==> config.mk <==
export PLATFORM = sky130hd
export DESIGN_NAME = booth_product_accumulator
export DESIGN_NICKNAME = d
export VERILOG_FILES = /design/src/rtl/booth_product_accumulator.sv
export SDC_FILE = /design/constraint.sdc
export NUM_CORES = 1
export LEC_CHECK = 0
export CORE_MARGIN = 2
export CORE_UTILIZATION = 51
export DETAILED_ROUTE_END_ITERATION = 6
export GPL_TIMING_DRIVEN = 0
export MAX_ROUTING_LAYER = met4
export PLACE_DENSITY_LB_ADDON = 0.05
export SLEW_MARGIN = 15
export SYNTH_ARGS = -nofsm -noshare
export SYNTH_HDL_FRONTEND = slang
export SYNTH_SLANG_ARGS = --single-unit
==> constraint.sdc <==
create_clock -name clk -period 2.6 [get_ports clk]
set_clock_uncertainty 0.2 [all_clocks]
set_input_delay 0.26 -clock clk [delete_from_list [all_inputs] [get_ports clk]]
set_output_delay 0.26 -clock clk [all_outputs]
set_load 0.01 [all_outputs]
==> src/rtl/booth_product_accumulator.sv <==
// Booth product accumulator: sums a burst of LEN signed products over valid/ready.
// Optional saturating arithmetic is enabled by defining BOOTH_ACC_SAT_EN; the default build wraps.
module booth_product_accumulator #(
  parameter int unsigned PROD_W = 8,
  parameter int unsigned ACC_W  = 16,
  parameter int unsigned CNT_W  = 4
) (
  input  logic              clk,
  input  logic              rst,
  input  logic              start,
  input  logic [CNT_W-1:0]  len,
  input  logic [PROD_W-1:0] product,
  input  logic              p_valid,
  output logic              p_ready,
  output logic [ACC_W-1:0]  acc,
  output logic              busy,
  output logic              done,
  output logic              ovf
);

  typedef enum logic [1:0] {
    S_IDLE,
    S_ACCUM,
    S_DONE
  } state_t;

  state_t             state;
  state_t             state_nxt;
  logic [ACC_W-1:0]   acc_nxt;
  logic [CNT_W-1:0]   cnt;
  logic [CNT_W-1:0]   cnt_nxt;
  logic [ACC_W-1:0]   prod_ext;
  logic [ACC_W-1:0]   sum_res;
  logic               xfer;

  assign prod_ext = ACC_W'(signed'(product));
  assign xfer     = p_valid & p_ready;

`ifdef BOOTH_ACC_SAT_EN
  logic [ACC_W:0]     sum;
  logic               sum_ovf;
  logic               ovf_q;
  logic               ovf_nxt;

  // One extra bit exposes the true sign; disagreement with bit ACC_W-1 means overflow
  assign sum     = {acc[ACC_W-1], acc} + {prod_ext[ACC_W-1], prod_ext};
  assign sum_ovf = sum[ACC_W] ^ sum[ACC_W-1];
  assign sum_res = !sum_ovf ? sum[ACC_W-1:0] :
                   (sum[ACC_W] ? {1'b1, {(ACC_W-1){1'b0}}} : {1'b0, {(ACC_W-1){1'b1}}});
  assign ovf     = ovf_q;
`else
  // Modulo-2**ACC_W accumulation; no overflow tracking is built
  assign sum_res = acc + prod_ext;
  assign ovf     = 1'b0;
`endif

  // Next-state and datapath update
  always_comb begin
    state_nxt = state;
    acc_nxt   = acc;
    cnt_nxt   = cnt;
`ifdef BOOTH_ACC_SAT_EN
    ovf_nxt   = ovf_q;
`endif
    case (state)
      S_IDLE: begin
        if (start) begin
          acc_nxt = '0;
`ifdef BOOTH_ACC_SAT_EN
          ovf_nxt = 1'b0;
`endif
          if (len != '0) begin
            cnt_nxt   = len;
            state_nxt = S_ACCUM;
          end else begin
            state_nxt = S_DONE;
          end
        end
      end
      S_ACCUM: begin
        if (xfer) begin
          acc_nxt = sum_res;
          cnt_nxt = cnt - CNT_W'(1);
`ifdef BOOTH_ACC_SAT_EN
          ovf_nxt = ovf_q | sum_ovf;
`endif
          if (cnt == CNT_W'(1)) begin
            state_nxt = S_DONE;
          end
        end
      end
      S_DONE: begin
        state_nxt = S_IDLE;
      end
      default: begin
        state_nxt = S_IDLE;
      end
    endcase
  end

  // State, datapath and registered Moore decodes of the next state
  always_ff @(posedge clk or posedge rst) begin
    if (rst) begin
      state   <= S_IDLE;
      acc     <= '0;
      cnt     <= '0;
      p_ready <= 1'b0;
      busy    <= 1'b0;
      done    <= 1'b0;
    end else begin
      state   <= state_nxt;
      acc     <= acc_nxt;
      cnt     <= cnt_nxt;
      p_ready <= (state_nxt == S_ACCUM);
      busy    <= (state_nxt != S_IDLE);
      done    <= (state_nxt == S_DONE);
    end
  end

`ifdef BOOTH_ACC_SAT_EN
  // Sticky overflow flag, cleared by an accepted START
  always_ff @(posedge clk or posedge rst) begin
    if (rst) begin
      ovf_q <= 1'b0;
    end else begin
      ovf_q <= ovf_nxt;
    end
  end
`endif

endmodule

Yosys cells after proc, flatten, opt, wreduce, memory -nomap -nowiden
Cells that the tools add are included.

storage, ports and cells
  register bits = 25
  logic and storage cells = 34

cells by class
  add/sub/neg operators = 2
  eq/ne operators = 7
  muxes and demuxes = 12
  bitwise logic cells = 1
  reductions and logical operators = 6

operators by type and width
  cell                                                                   number
  16-bit 2-to-1 mux                                                      2
  16-bit one-hot mux with 2 select lines                                 1
  16-bit adder                                                           1
  4-bit 2-to-1 mux                                                       3
  2-bit 2-to-1 mux                                                       4
  4-bit one-hot mux with 2 select lines                                  1
  2-bit inequality test, second input constant                           3
  2-bit by 1-bit equality test with 1-bit output, second input constant  2
  4-bit by 1-bit equality test with 1-bit output, second input constant  1
  2-bit one-hot mux with 2 select lines                                  1
  4-bit AND reduction                                                    1
  2-bit nonzero test                                                     2
  4-bit nonzero test                                                     1
  4-bit by 1-bit subtractor with 4-bit output, second input constant     1
  3-bit AND reduction                                                    1
  2-bit equality test, second input constant                             1
  2-bit logical NOT                                                      1
  1-bit bitwise AND                                                      1

Longest topological paths before layout
Gate-level depths: netlist of run 1.

  depth in word-level cells = 5
  depth in mapped cells = 9

Worst setup path before layout of run 1
Ideal clock, no wire load.

  path type = register to register
  from = register acc[0]
  to = register acc[14]
  arrival = 1.947 ns
  required time = 2.270 ns
  slack = 0.324 ns
  stages on the path, launching flop included = 10
  buffers on the path = 0
  cells stage by stage = dfrtp_1 > ha_1 > inv_1 > fa_1 > nor2b_1 > o211ai_1 > a31oi_1 > a311o_1 > xnor2_1 > o21ai_1

between the ends
  longest elaborated chain between the ends = 3

ends and longest elaborated chain
  what                                    RTL line  text
  start: declaration                      15        output logic [ACC_W-1:0] acc,
  start signal: assignment                112       acc <= acc_nxt;
  16-bit adder                            53        assign sum_res = acc + prod_ext;
  16-bit 2-to-1 mux                       81        if (xfer) begin
  16-bit one-hot mux with 2 select lines  65        case (state)

Every way passes these cells. The select of a mux whose other input is x is not followed.
A chain may end at the register's enable or synchronous reset.

Worst setup path in the final report of run 1
Ends and elaborated chain as after synthesis.

==> results of run 1 <==
[flip-flops by register name (all words and copies together), names as in the netlist]
register and cells:
state 2, cnt 4, p_ready 1, acc 16
busy 1, done 1
[Yosys cell counts]
master and count:
nand2_1 28, dfrtp_1 25, o21ai_0 19, ha_1 17, a21oi_1 14, nor2_1 11
inv_1 10, o21ai_1 7, xnor2_1 7, xor2_1 6, o211ai_1 5, nor3_1 4
a21o_1 3, a21oi_2 3, a31oi_1 3, clkbuf_1 3, nand2b_1 3, and3_1 2
mux2i_1 2, nand3_1 2, nor2b_1 2, nor3b_1 2, o22ai_1 2, a211oi_1 1
a211oi_2 1, a221o_1 1, a22o_1 1, a22oi_1 1, a311o_1 1, a41oi_2 1
buf_4 1, conb_1 1, fa_1 1, nor2_2 1, o211ai_2 1, o21bai_1 1
o21bai_4 1, o2bb2ai_1 1, o31a_1 1, or3_1 1, or3b_2 1, or4_1 1
[power breakdown]
part | internal (mW) | switching (mW)
clock network | 0.0588 | 0.133
registers | 0.550 | 0.130
logic | 0.709 | 0.797
[final timing paths]
check	slack, ns	depth (start not counted)	start	endpoint
min	0.22	2	rst	acc[1]
min reg2reg	0.34	2	acc[6]	acc[6]
max in group asynchronous	1.38	2	rst	acc[7]
max reg2reg	0.13	9	acc[0]	acc[14]
max	0.13	9	acc[0]	acc[14]
min in group clk	0.34	2	acc[6]	acc[6]
[kinds of logic (layout without fill, tap and decap cells)]
logic type	after synthesis	in the layout
other cells	1	1
buf+inv	14	52
xor+xnor	13	13
flops	25	25
fa+ha+maj	18	18
compound gates	68	68
mux	2	2
simple gates	58	58
[per-layer routing]
layer  global-route usage  wire length (µm)
met1                0.269              1740
met3               0.0324               112
met5                    -                 0
met4               0.0722                66
met2                0.360              1810
[through the flow]
step                hold WS (ns)  cells  setup TNS (ns)
floorplan                 0.0873    199               0
global placement           0.293    279           -1.02
detailed placement         0.306    279           -1.30
CTS                        0.261    283               0
global route               0.328    283               0
finish                     0.223    283               0
[area by class of cell]
class | count | area, µm² | area share
Tap cell | 46 | 57.6 | 0.0262
Clock inverter | 1 | 7.51 | 0.00341
Inverter | 10 | 37.5 | 0.0171
Multi-Input combinational cell | 160 | 1090 | 0.494
Timing Repair Buffer | 34 | 343 | 0.156
Buffer | 4 | 18.8 | 0.00853
Clock buffer | 3 | 22.5 | 0.0102
Sequential cell | 25 | 626 | 0.284
[critical path, stage by stage, from the launching register on]
cell      delay [ns]
dfrtp_1         0.43
ha_1            0.23
inv_1           0.07
fa_1            0.41
nor2b_1         0.16
o211ai_1        0.14
a31oi_2         0.32
a311o_1         0.23
xnor2_1         0.12
o21ai_1         0.07
==> flow_summary.ini, run 1 <==
[clocking]
cts_root_buf = clkbuf_4
clock_latency_ns = 0.33
htreeDepth = 1
cts_buffers = 3
cts_tree = built
clk_path_buf_depth = 2
path_clk_slew_ns = 0.16
cts_hold_buf = 0
postCtsSetupBuffers = 0
ctsResizeCount = 0
cts_sinks = 25

[cells_and_area]
antenna_cells = 0
drive_gt1_frac = 0.0633
layout_commonest_cell = clkdlybuf4s50_1
most-common-layout-cells = clkdlybuf4s50_1, nand2_1, dfrtp_1
stdcell_area_mm2 = 0.00220
area_delta_synth_final_pct = 24.8
fill_cells = 296
nets = 272
final_util = 0.659

[floorplan]
rows = 21
boundaryPins = 36
dieWidth_um = 62.8
die_height_um = 62.8
dieArea_mm2 = 0.00394
core_area_mm2 = 0.00334
start_util = 0.528

[timing]
final_hold_viol_count = 0
finalSetupViolCount = 0
rsz0062_at_grt = false
fin_crit_sh = 0.949
finalMaxSlewViolations = 0
tightestPinTransition_ns = 0.971
fin_ws_ns = 0.132
fmax_mhz = 405
min_period_ns = 2.47
max_slew_margin = 0.352

[worst_setup_path]
crit_type = register to register
cp.required_ns = 2.63
worst_setup_path_end_kind = register
worstPathMaxFanout = 4
arrival_ns = 2.50
critPathLaunchType = register

[synth]
synth_mux_area_frac = 0.0114
synth_xor_xnor_area_share = 0.0646
yosysWarnings = 0
netlist_area_mm2 = 0.00176
synth_fa_ha_area_frac = 0.132
syn_inst = 199
synthDominantCellAreaShare = 0.355
ys_types = 42
synth_top_family_by_area = compound AO/OA/AOI/OAI gates
yosys-top-cells-area = dfrtp_1, ha_1, nand2_1, o21ai_0, a21oi_1
synth-simple-area-share = 0.150
synth_nets = 233
seq_area_frac_synth = 0.355
postSynthAreaPerCell_um2 = 8.86
synth-compound-area-share = 0.253
ys_ff_latch = 25
synth_top_area_cell = dfrtp_1

[status]
status = completed

[placed_design]
dpl.hpwl_mm = 2.88
io_buffers = 34
placed_cell_area_mm2 = 0.00216
place_congestion = 0.869
pre_cts_ws_ns = -0.304

[routing]
ant_nets = 0
dr.first_iter.drc_count = 81
drcViolationCount = 0
vias_per_cell = 5.54
wire_per_inst_um = 13.2
first_pass_iters = 4
wirelength_mm = 3.73
via_count = 1567

[global_routing]
grt_overflow_total = 0
grt_pass1_wl_mm = 6.73
grt.total_usage = 0.216
grt_max_degree = 26
antenna_found_initial = 0
grt_pass1_vias = 1550

[pwr]
total_power_mw = 2.38
ir_drop_mv = 0.533
p_per_area_mw_per_mm2 = 1080
total_leakage_power_nw = 0.973

[min_path]
hold_class = input port to async pin

[run]
max_cap_viol_count = 0
No activity file was read; power rests on OpenSTA's default activity.
==> run 2: changes to the inputs <==
CTS_CLUSTER_SIZE = 12   (was not set)
==> results of run 2 <==
No change in the layout: final DEF, timing and power equal those of run 1.
==> run 3: changes to the inputs <==
CORE_MARGIN = not set   (was 2)
clock period = 2.82 ns   (was 2.6 ns; I/O delays follow)
==> flow_summary.ini, run 3 (synthesis results as in run 1) <==
[cells_and_area]
layout_commonest_cell = clkdlybuf4s50_1
antenna_cells = 0
most-common-layout-cells = clkdlybuf4s50_1, nand2_1, dfrtp_1
largest_register = acc
nets = 272
area_delta_synth_final_pct = 24.1
largestRegisters = acc (16), cnt (4), state (2)
largest_reg_flops = 16
layout.cells.non_filler = 281
stdcell_area_mm2 = 0.00219
drive_gt1_frac = 0.0591
fill_cells = 267

[timing]
fmax_mhz = 379
fin_crit_sh = 0.935
tightestPinTransition_ns = 0.977
final_hold_viol_count = 0
max_slew_margin = 0.348
rsz0062_at_grt = false
min_period_ns = 2.64
finalSetupViolCount = 0
finalMaxSlewViolations = 0
fin_hold_ws_ns = 0.277

[floorplan]
boundaryPins = 36
start_util = 0.559
die_height_um = 60.8
rows = 20
core_area_mm2 = 0.00315
dieArea_mm2 = 0.00370
dieWidth_um = 60.8

[run]
max_cap_viol_count = 0

[clocking]
htreeDepth = 1
cts_tree = built
postCtsSetupBuffers = 0
ctsResizeCount = 0
path_clk_slew_ns = 0.15
cts_hold_buf = 0
clk_path_buf_depth = 2
cts_buffers = 3
cts_root_buf = clkbuf_4
cts_sinks = 25
clock_latency_ns = 0.32

[placed_design]
io_buffers = 34
dpl.hpwl_mm = 3.09
placed_cell_area_mm2 = 0.00216
place_congestion = 0.900
placedCellCount = 277

[status]
status = completed

[routing]
first_pass_iters = 4
dr.first_iter.drc_count = 92
vias_per_cell = 5.74
wirelength_mm = 4.06
wire_per_inst_um = 14.5
via_count = 1612
ant_nets = 0
drcViolationCount = 0

[worst_setup_path]
r2r_setup_slack_ns = 0.27
cp_slowest_cell = clkdlybuf4s50_1
worst_setup_path_end_kind = register
r2r_end = acc[10]
critPathLaunchType = input port
ff2ff_path_depth = 9
crit_chain = clkdlybuf4s50_1, ha_1, nand2_1, nor2_1, a41oi_2, o31a_1, xnor2_1, o211ai_1
worstPathMaxFanout = 11
crit_type = input port to register
cp.required_ns = 2.88
slowest_delay_ns = 0.67
r2r_start = acc[0]
arrival_ns = 2.69

[pwr]
p_per_area_mw_per_mm2 = 1010
total_leakage_power_nw = 0.964
ir_drop_mv = 0.457

[global_routing]
grt.total_usage = 0.249
grt_overflow_total = 0
grt_pass1_vias = 1555
grt_max_degree = 26
antenna_found_initial = 0
grt_pass1_wl_mm = 6.78

[min_path]
hold_class = input port to async pin
## run 3: cell count changes in the layout (fill, tap and decap cells not counted), sizes merged
| cell | previous run | this run |
|---|---|---|
| clkdlybuf4s50 | 33 | 34 |
| dlymetal6s2s | 1 | 0 |
## run 3: report_power, final
part | internal (mW) | switching (mW) | total [mW] | leakage (nW)
clock | 0.0542 | 0.118 | 0.172 | 0.0139
combinational | 0.653 | 0.759 | 1.41 | 0.635
sequential | 0.507 | 0.124 | 0.631 | 0.315
total | 1.21 | 1.00 | 2.22 | 0.964
## run 3: metal layers
layer / track usage / share of wire / up-vias
li1: - / - / 794
met1: 0.301 / 0.43 / 778
met5: - / 0 / -
met2: 0.435 / 0.52 / 36
met4: 0.0552 / 0.0047 / 0
met3: 0.0384 / 0.049 / 4
## run 3: how the worst max path moves through the flow
stage,startpoint,end,slack (ns),depth (start not counted)
CTS,product[7],acc[15],0.25,8
global route,product[7],acc[15],0.09,8
floorplan,acc[0],acc[14],0.54,9
finish,product[7],acc[15],0.18,8
detailed placement,product[7],acc[15],-0.1,8
global placement,product[0],acc[14],-0.06,10
## run 3: critical path, delay by kind of cell
| family | cells | cell delay (ns) |
|---|---|---|
| buf+inv | 1 | 0.67 |
| fa+ha+maj | 1 | 0.53 |
| xor+xnor | 1 | 0.14 |
| compound gates | 3 | 0.73 |
| simple gates | 2 | 0.34 |
## run 3: per-stage QoR
stage	utilization	total power, mW	setup slack (ns)	setup TNS, ns
global route	0.694	2.42	0.0899	0
finish	0.694	2.22	0.183	0
floorplan	-	1.57	0.544	0
detailed placement	0.685	2.03	-0.0981	-0.205
global placement	0.685	1.97	-0.0567	-0.0896
CTS	0.694	2.21	0.251	0
## run 3: final cells by class
type	count	area (µm²)	share of cell area
clock inverter	1	7.51	0.00343
clock buffer	3	22.5	0.0103
inverter	10	37.5	0.0172
timing repair buffer	34	340	0.156
buffer	4	18.8	0.00858
sequential	25	626	0.286
multi-input combinational	160	1080	0.494
tap	44	55.1	0.0252
